--- src/rtl/hamming_pkg.sv ---
// Shared SECDED Hamming(16,11) definitions used by both ends of the link.
// Holds codeword/data widths, the data-position table, the decoded output
// layout and a data-extraction helper so encoder and decoder cannot diverge.
package hamming_pkg;

    localparam int unsigned CW_W      = 16;
    localparam int unsigned DATA_W    = 11;
    localparam int unsigned SYN_W     = 4;
    localparam int unsigned FLAG_CORR = 11;
    localparam int unsigned FLAG_DBL  = 12;

    // Codeword position of data bit d[k], k = 0..10, packed 4 bits per entry (d[0] in the LSBs)
    localparam logic [DATA_W*4-1:0] DATA_POS = {
        4'd15, 4'd14, 4'd13, 4'd12, 4'd11, 4'd10, 4'd9, 4'd7, 4'd6, 4'd5, 4'd3
    };

    // Decoder verdict for one codeword
    typedef enum logic [1:0] {
        DEC_CLEAN  = 2'd0,
        DEC_SINGLE = 2'd1,
        DEC_DOUBLE = 2'd2
    } dec_class_e;

    // Decoded output word; flag bit positions line up with FLAG_CORR / FLAG_DBL
    typedef struct packed {
        logic [2:0]        rsvd;
        logic              dbl_err;
        logic              corrected;
        logic [DATA_W-1:0] data;
    } rcv_out_t;

    // Pull the 11 data bits out of a codeword (mirrors DATA_POS)
    function automatic logic [DATA_W-1:0] extract_data(input logic [CW_W-1:0] cw);
        return {cw[15], cw[14], cw[13], cw[12], cw[11], cw[10],
                cw[9],  cw[7],  cw[6],  cw[5],  cw[3]};
    endfunction

endpackage

--- src/rtl/hamming_syndrome.sv ---
// Combinational syndrome / overall-parity generator for a Hamming(16,11) codeword.
// Ports:
//   cw     in   16  codeword
//   syn_c  out  4   XOR of the indices i (1..15) where cw[i] = 1
//   par_c  out  1   XOR of all 16 codeword bits
module hamming_syndrome
    import hamming_pkg::*;
(
    input  logic [CW_W-1:0]  cw,
    output logic [SYN_W-1:0] syn_c,
    output logic             par_c
);

    // Syndrome bit b covers every position whose index has bit b set
    localparam logic [CW_W-1:0] MASK0 = 16'hAAAA;
    localparam logic [CW_W-1:0] MASK1 = 16'hCCCC;
    localparam logic [CW_W-1:0] MASK2 = 16'hF0F0;
    localparam logic [CW_W-1:0] MASK3 = 16'hFF00;

    always_comb begin
        syn_c    = '0;
        syn_c[0] = ^(cw & MASK0);
        syn_c[1] = ^(cw & MASK1);
        syn_c[2] = ^(cw & MASK2);
        syn_c[3] = ^(cw & MASK3);
        par_c    = ^cw;
    end

endmodule

--- src/rtl/receiver.sv ---
// SECDED Hamming(16,11) decoder: accepts one codeword every clock, corrects
// single-bit errors, flags double-bit errors and emits data plus status.
// Parameters:
//   PIPE_IN    1 = register symb_in before decoding (latency 2), 0 = latency 1
// Configuration macro:
//   RCV_CORRECTION_EN  defined   -> single errors are corrected
//                      undefined -> detect-only: raw data, out[11] still flags it
// Ports:
//   symb_in     in   16  codeword, sampled every clock
//   out         out  16  {3'b0, dbl_err, corrected, data[10:0]} (registered)
//   clk         in   1   clock, rising edge
//   reset       in   1   asynchronous active-low reset
//   read_ready  out  1   high while out holds a decoded codeword (registered)
module receiver
    import hamming_pkg::*;
#(
    parameter int unsigned PIPE_IN = 1
) (
    input  logic [CW_W-1:0] symb_in,
    output logic [CW_W-1:0] out,
    input  logic            clk,
    input  logic            reset,
    output logic            read_ready
);

    localparam int unsigned VLD_D = 1 + PIPE_IN;

    logic [CW_W-1:0]  cw;
    logic [SYN_W-1:0] syn;
    logic             par;
    logic [VLD_D-1:0] vld;
    dec_class_e       dec_class;
    rcv_out_t         dec_word;

    // Optional input register
    generate
        if (PIPE_IN != 0) begin : g_pipe_in
            logic [CW_W-1:0] cw_q;

            always_ff @(posedge clk or negedge reset) begin
                if (!reset) begin
                    cw_q <= '0;
                end else begin
                    cw_q <= symb_in;
                end
            end

            assign cw = cw_q;
        end else begin : g_no_pipe_in
            assign cw = symb_in;
        end
    endgenerate

    hamming_syndrome u_syndrome (
        .cw    (cw),
        .syn_c (syn),
        .par_c (par)
    );

    // Classify: odd overall parity means exactly one flip (syndrome 0 -> bit 0)
    always_comb begin
        dec_class = DEC_CLEAN;
        if (par) begin
            dec_class = DEC_SINGLE;
        end else if (syn != '0) begin
            dec_class = DEC_DOUBLE;
        end
    end

    // Extract data, with the flagged bit repaired when correction is built in
    always_comb begin
        dec_word           = '0;
        dec_word.data      = extract_data(cw);
        dec_word.corrected = 1'b0;
        dec_word.dbl_err   = 1'b0;
        case (dec_class)
            DEC_SINGLE: begin
`ifdef RCV_CORRECTION_EN
                dec_word.data = extract_data(cw ^ (CW_W'(1) << syn));
`endif
                dec_word.corrected = 1'b1;
            end
            DEC_DOUBLE: begin
                dec_word.dbl_err = 1'b1;
            end
            default: begin
                dec_word.corrected = 1'b0;
            end
        endcase
    end

    // Output register
    always_ff @(posedge clk or negedge reset) begin
        if (!reset) begin
            out <= '0;
        end else begin
            out <= dec_word;
        end
    end

    // Valid shift register: fills with ones after reset, read_ready is its tail
    always_ff @(posedge clk or negedge reset) begin
        if (!reset) begin
            vld <= '0;
        end else begin
            vld <= VLD_D'({vld, 1'b1});
        end
    end

    assign read_ready = vld[VLD_D-1];

endmodule

--- config.mk ---
export PLATFORM = sky130hd
export DESIGN_NAME = receiver
export DESIGN_NICKNAME = d
export VERILOG_FILES = /design/src/rtl/hamming_pkg.sv /design/src/rtl/hamming_syndrome.sv /design/src/rtl/receiver.sv
export SDC_FILE = /design/constraint.sdc
export NUM_CORES = 1
export LEC_CHECK = 0
export CAP_MARGIN = 10
export CORE_UTILIZATION = 47
export CTS_BUF_LIST = sky130_fd_sc_hd__clkbuf_16
export DETAILED_ROUTE_END_ITERATION = 8
export PLACE_DENSITY = 0.92
export SYNTH_ARGS = -nofsm -noshare
export SYNTH_HDL_FRONTEND = slang
export SYNTH_SLANG_ARGS = --single-unit
--- constraint.sdc ---
create_clock -name clk -period 2 [get_ports clk]
set_input_delay 0.6 -clock clk [delete_from_list [all_inputs] [get_ports clk]]
set_output_delay 0.6 -clock clk [all_outputs]
set_load 0.02 [all_outputs]
# After elaboration in Yosys (flattened, before gate mapping)
# Index checks and enable logic that the tools add are counted.
word_totals:
  input_bits: 18
  wordCells: 15
  reg_bits: 31
  output_inout_bits: 17
op_classes:
  n_reduce_logical: 6
  n_eq_ne: 2
  n_mux: 4
ops:
  columns: ["operator", "n"]
  rows:
  - ["$reduce_xor A16 Y1", 5]
  - ["$mux W2", 2]
  - ["$reduce_bool A4 Y1", 1]
  - ["$eq A2 B1 Y1 const B", 1]
  - ["$eq A2 B2 Y1 const B", 1]
  - ["$mux W1", 2]

# Depth between registers and ports, before layout
logic_depth:
  depth_word: 6
  mapped_depth: 5
  depth_no_buf: 5

# Cells and area by module
# From an unflattened synthesis, not the netlist that was laid out.
unflattened:
  cells_unflattened: 64
  area_unflattened_um2: 1082.3
by_module_without_submodules:
  columns: ["mod", "area_each_um2", "n_inst", "seq_area_each_um2", "cells_per_inst"]
  rows:
  - ["receiver", 819.5, 1, 775.7, 39]
  - ["hamming_syndrome", 262.8, 1, 0.0, 25]

# Worst setup path before layout
# OpenSTA, ideal clock, no wires.
synth_timing:
  kind: "register -> register"
  startpoint: "register g_pipe_in.cw_q[11] (netlist: cw[11])"
  endpoint: "register out[12]"
  path_buffers: 0
  setup_time_ps: 135
  slack_ps: 654
  required_time_ps: 1865
  path_stages_with_launch: 6
  arrival_time_ps: 1211
  period_less_slack_ps: 1346
  cell_sequence: "dfrtp_1 > xnor2_1 > xnor2_1 > and2_1 > a22oi_1 > o211ai_1"
synth_rtl:
  columns: ["item", "line", "source"]
  rows:
  - ["start: declaration", "receiver.sv:38", "logic [CW_W-1:0] cw_q;"]
  - ["start signal: assignment", "receiver.sv:44", "cw_q <= symb_in;"]
  - ["end signal: assignment", "receiver.sv:97", "out <= dec_word;"]
  - ["end: declaration", "receiver.sv:20", "output logic [CW_W-1:0] out,"]

# Worst setup path after layout
layout_timing:
  startpoint: "register out[9]"
  endpoint: "output out[9]"
# No word-level cell between the ends.

==> run summary <==
The flow ran to the end, and the final reports show no timing, DRC or antenna violations. The number of placement rows came out at 17. The DRC violation count after routing came out at 0.

Detailed placement ended at an HPWL of around 1.1 mm. The signal on the critical path passes through clkdlybuf4s50_1. The number of global-route vias before repair came out at around 630. The portion of synthesized area spent on multiplexers is 0%. The die is around 50 µm tall.

In this run, placement finished with an instance count of 129. Summing the areas of all fa, ha and maj instances in the mapped netlist gives 0% of the synthesized area. Of the total power, registers draw 42.6%. The routability-driven placement congestion ratio is about 0.63. After the flow finishes, the layout carries non-filler instances totaling between 100 and 150. The fraction of synthesized cell area in xor and xnor cells came out at between 20% and 30%.

The number of antenna diodes came out at 0. After synthesis, the largest family of logic cells by area is XOR/XNOR gates. STA classifies the critical path startpoint as a flip-flop. The setup-violating endpoint count in the final report is 0. The maximum number of pins on one net before global-route repair is 32.

The worst hold path begins at vld[0]$_DFF_PN0_. The total count of max-transition violations in the final report came to 0. The synthesized netlist devotes under 10% of its cell area to compound gates.

The net total in the final layout came out at about 130. Dividing total power by cell area gives a power density of 1070 mW/mm². The worst setup path is captured at an output port.

Gates resized during post-CTS repair numbered 0. The synthesized netlist occupies a cell area of 0.00108 mm². The global router's overall resource usage is ~16%. Across the VDD grid, the largest voltage drop is around 0.76 mV. Across all hold checks on the routed design, the worst slack comes to ~0.35 ns. The global-route track usage on met3 came out at approximately 6%. After routing the design area is roughly 0.0015 mm². The number of buffers on the longest clock path is 2. The combinational power share is between 10% and 20%. The clock buffer count from CTS is 5.

The data arrival at the endpoint of the critical path is 1.20 ns. The switching power of the nets came out at about 370 µW. The mean routed wirelength per cell came out at about 11 µm. The cell sitting at the root of the clock tree is a clkbuf_16. The biggest fanout along the worst timing path came out at 1.

The area added between synthesis and finish is 43.1%. The clock tree synthesis step divided the H-tree into 2 levels. The count of filler cells inserted in the layout came out at 150. Measured along the x axis, the die boundary spans roughly 50 µm. The number of input and output port buffers inserted is 31. The number of antenna violations at the first check in global routing is 0.

Counting I/O delays and the setup requirement, the final critical path takes around 1.8 ns. The average footprint of a synthesized cell came out at roughly 15 µm². The number of ports placed on the die boundary is 35. The global-route met1 utilization is approximately 18%.

Global routing used 24.7% of the available met2 tracks. The basic-gate share of the synthesized area counting and, or, nand and nor cells came out at 2.54%. The worst stage delay on the critical path is 0.61 ns.

The origin of the worst setup path is out[9]$_DFF_PN0_. The instance area after placement is between 0.001 and 0.0015 mm². The post-detailed-route via-to-cell ratio came out at around 4.3. The total detailed-routing wirelength is approximately 1.5 mm.

The critical path is of the reg -> out type. In this run the critical register-to-register path is launched from cw[15]$_DFF_PN0_. In the layout the commonest cells are dfrtp_1 (31), clkdlybuf4s50_1 (31), xnor2_1 (18), xor2_1 (6), clkbuf_16 (5). The number of DRC markers in iteration 0 came out at 7. Among all stages on the critical path, the largest delay is contributed by clkdlybuf4s50_1. The required time reported for the critical path endpoint is 1.40 ns.

met2 is the most crowded layer. Net switching is a little under a quarter of the power. Summed over all layers, the global routing overflow is 0. The number of nets still failing antenna checks after routing came out at 0. Setup repair after global routing left no endpoint under its margin.

The clock edge transition at the registers on the reported setup and hold paths came out at 0.04 ns. TritonCTS built the clock tree. The count of warnings emitted by yosys came out at 0.

The first-pass GRT wire length is between 2 and 3 mm. Counting both buffers and inverters, the worst setup path holds a total of 1. The clock latency on the worst-skew pair came out at 0.26 ns. The clock drives 31 sinks. The number of search-and-repair iterations in the first detailed-routing pass is 2.

The fraction of the cycle the final worst path needs is between 90% and 100%. The classification of the worst-slack hold path is reg -> reg. The number of synthesized register bits came out at 31.

The number of setup buffers added after CTS is 0. The region available for standard cell placement spans between 0.002 and 0.0025 mm². The top achievable clock speed came out at 555 MHz. The number of hold buffers added after cts is 0. The proportion of power drawn by the clock network is about two fifths. The number of instances in the synthesized netlist is 70.

The critical path's top delay family is buffers and inverters. The internal cell power came out at 1280 µW. The starting utilization of the core area is 49.4%.

The floorplan step defined a die boundary enclosing around 0.0025 mm². The proportion of layout cells with a drive suffix above 1 is under 10%. The routed via count is around 590.

The part of the Yosys area used for sequential elements came out at about 72%. The maximum clock skew at final layout is between 0.004 and 0.005 ns. Summed over all cells, the static leakage comes to about 0.00065 µW.

The number of distinct library cell variants in the gate-level netlist after synthesis is 11. The total negative setup slack is 0 ns. The final number of hold-violating endpoints is 0. The number of max-cap violations came out at 0.
power groups by stage:
stage,clock (µW),combinational (µW),sequential (µW)
final,646,302,703
after global routing,703,331,707
after CTS,667,307,703
after detailed placement,0,305,711
after global placement,0,298,710
after floorplan,0,141,753
synthesized netlist by cell type:
cell	number	area [µm²]
dfrtp_1	31	776
xnor2_1	18	158
xor2_1	6	52.6
buf_4	3	22.5
nor2_1	3	11.3
a22oi_1	2	15.0
and2_1	2	12.5
conb_1	2	7.51
nand2_1	1	3.75
o211ai_1	1	7.51
xor2_2	1	16.3
path summary, 6_finish.rpt:
path	depth (start not counted)	to	slack [ns]
min reg2reg	0	vld[1]$_DFF_PN0_	0.35
max	1	out[9]	0.20
min in group asynchronous	2	cw[10]$_DFF_PN0_	0.73
max in group asynchronous	2	out[7]$_DFF_PN0_	1.00
min	0	vld[1]$_DFF_PN0_	0.35
max reg2reg	5	out[12]$_DFF_PN0_	0.53
final cells by class:
cell class / instances / area [µm²] / area share (%)
clock buffer: 5 / 125 / 8.08
clock inverter: 1 / 3.75 / 0.242
multi-input combinational: 38 / 292 / 18.8
sequential: 31 / 776 / 50.1
tap: 28 / 35.0 / 2.26
timing repair buffer: 32 / 318 / 20.5
state kept, by name, indices dropped and copies added (netlist names):
name,count
cw,16
out,13
vld,2
through the flow:
stage | util [%] | setup slack [ns] | power [µW]
CTS | 70.7 | 0.184 | 1680
global placement | 64.8 | 0.488 | 1010
finish | 70.7 | 0.197 | 1650
floorplan | - | 0.654 | 894
global route | 70.7 | 0.158 | 1740
detailed placement | 64.8 | 0.482 | 1020
cell families after synthesis:
family                    Yosys count
AOI/OAI and AO/OA                   3
xor gates and xnor gates           25
buffers and inverters               3
DFF                                31
other                               2
and+or+nand+nor                     6
routing by layer:
metal / up-vias / wire, µm
met3: 2 / 85
met2: 25 / 835
met4: 0 / 18
met1: 277 / 579
met5: - / 0
li1: 282 / -
No activity file was read; power rests on OpenSTA's default activity.
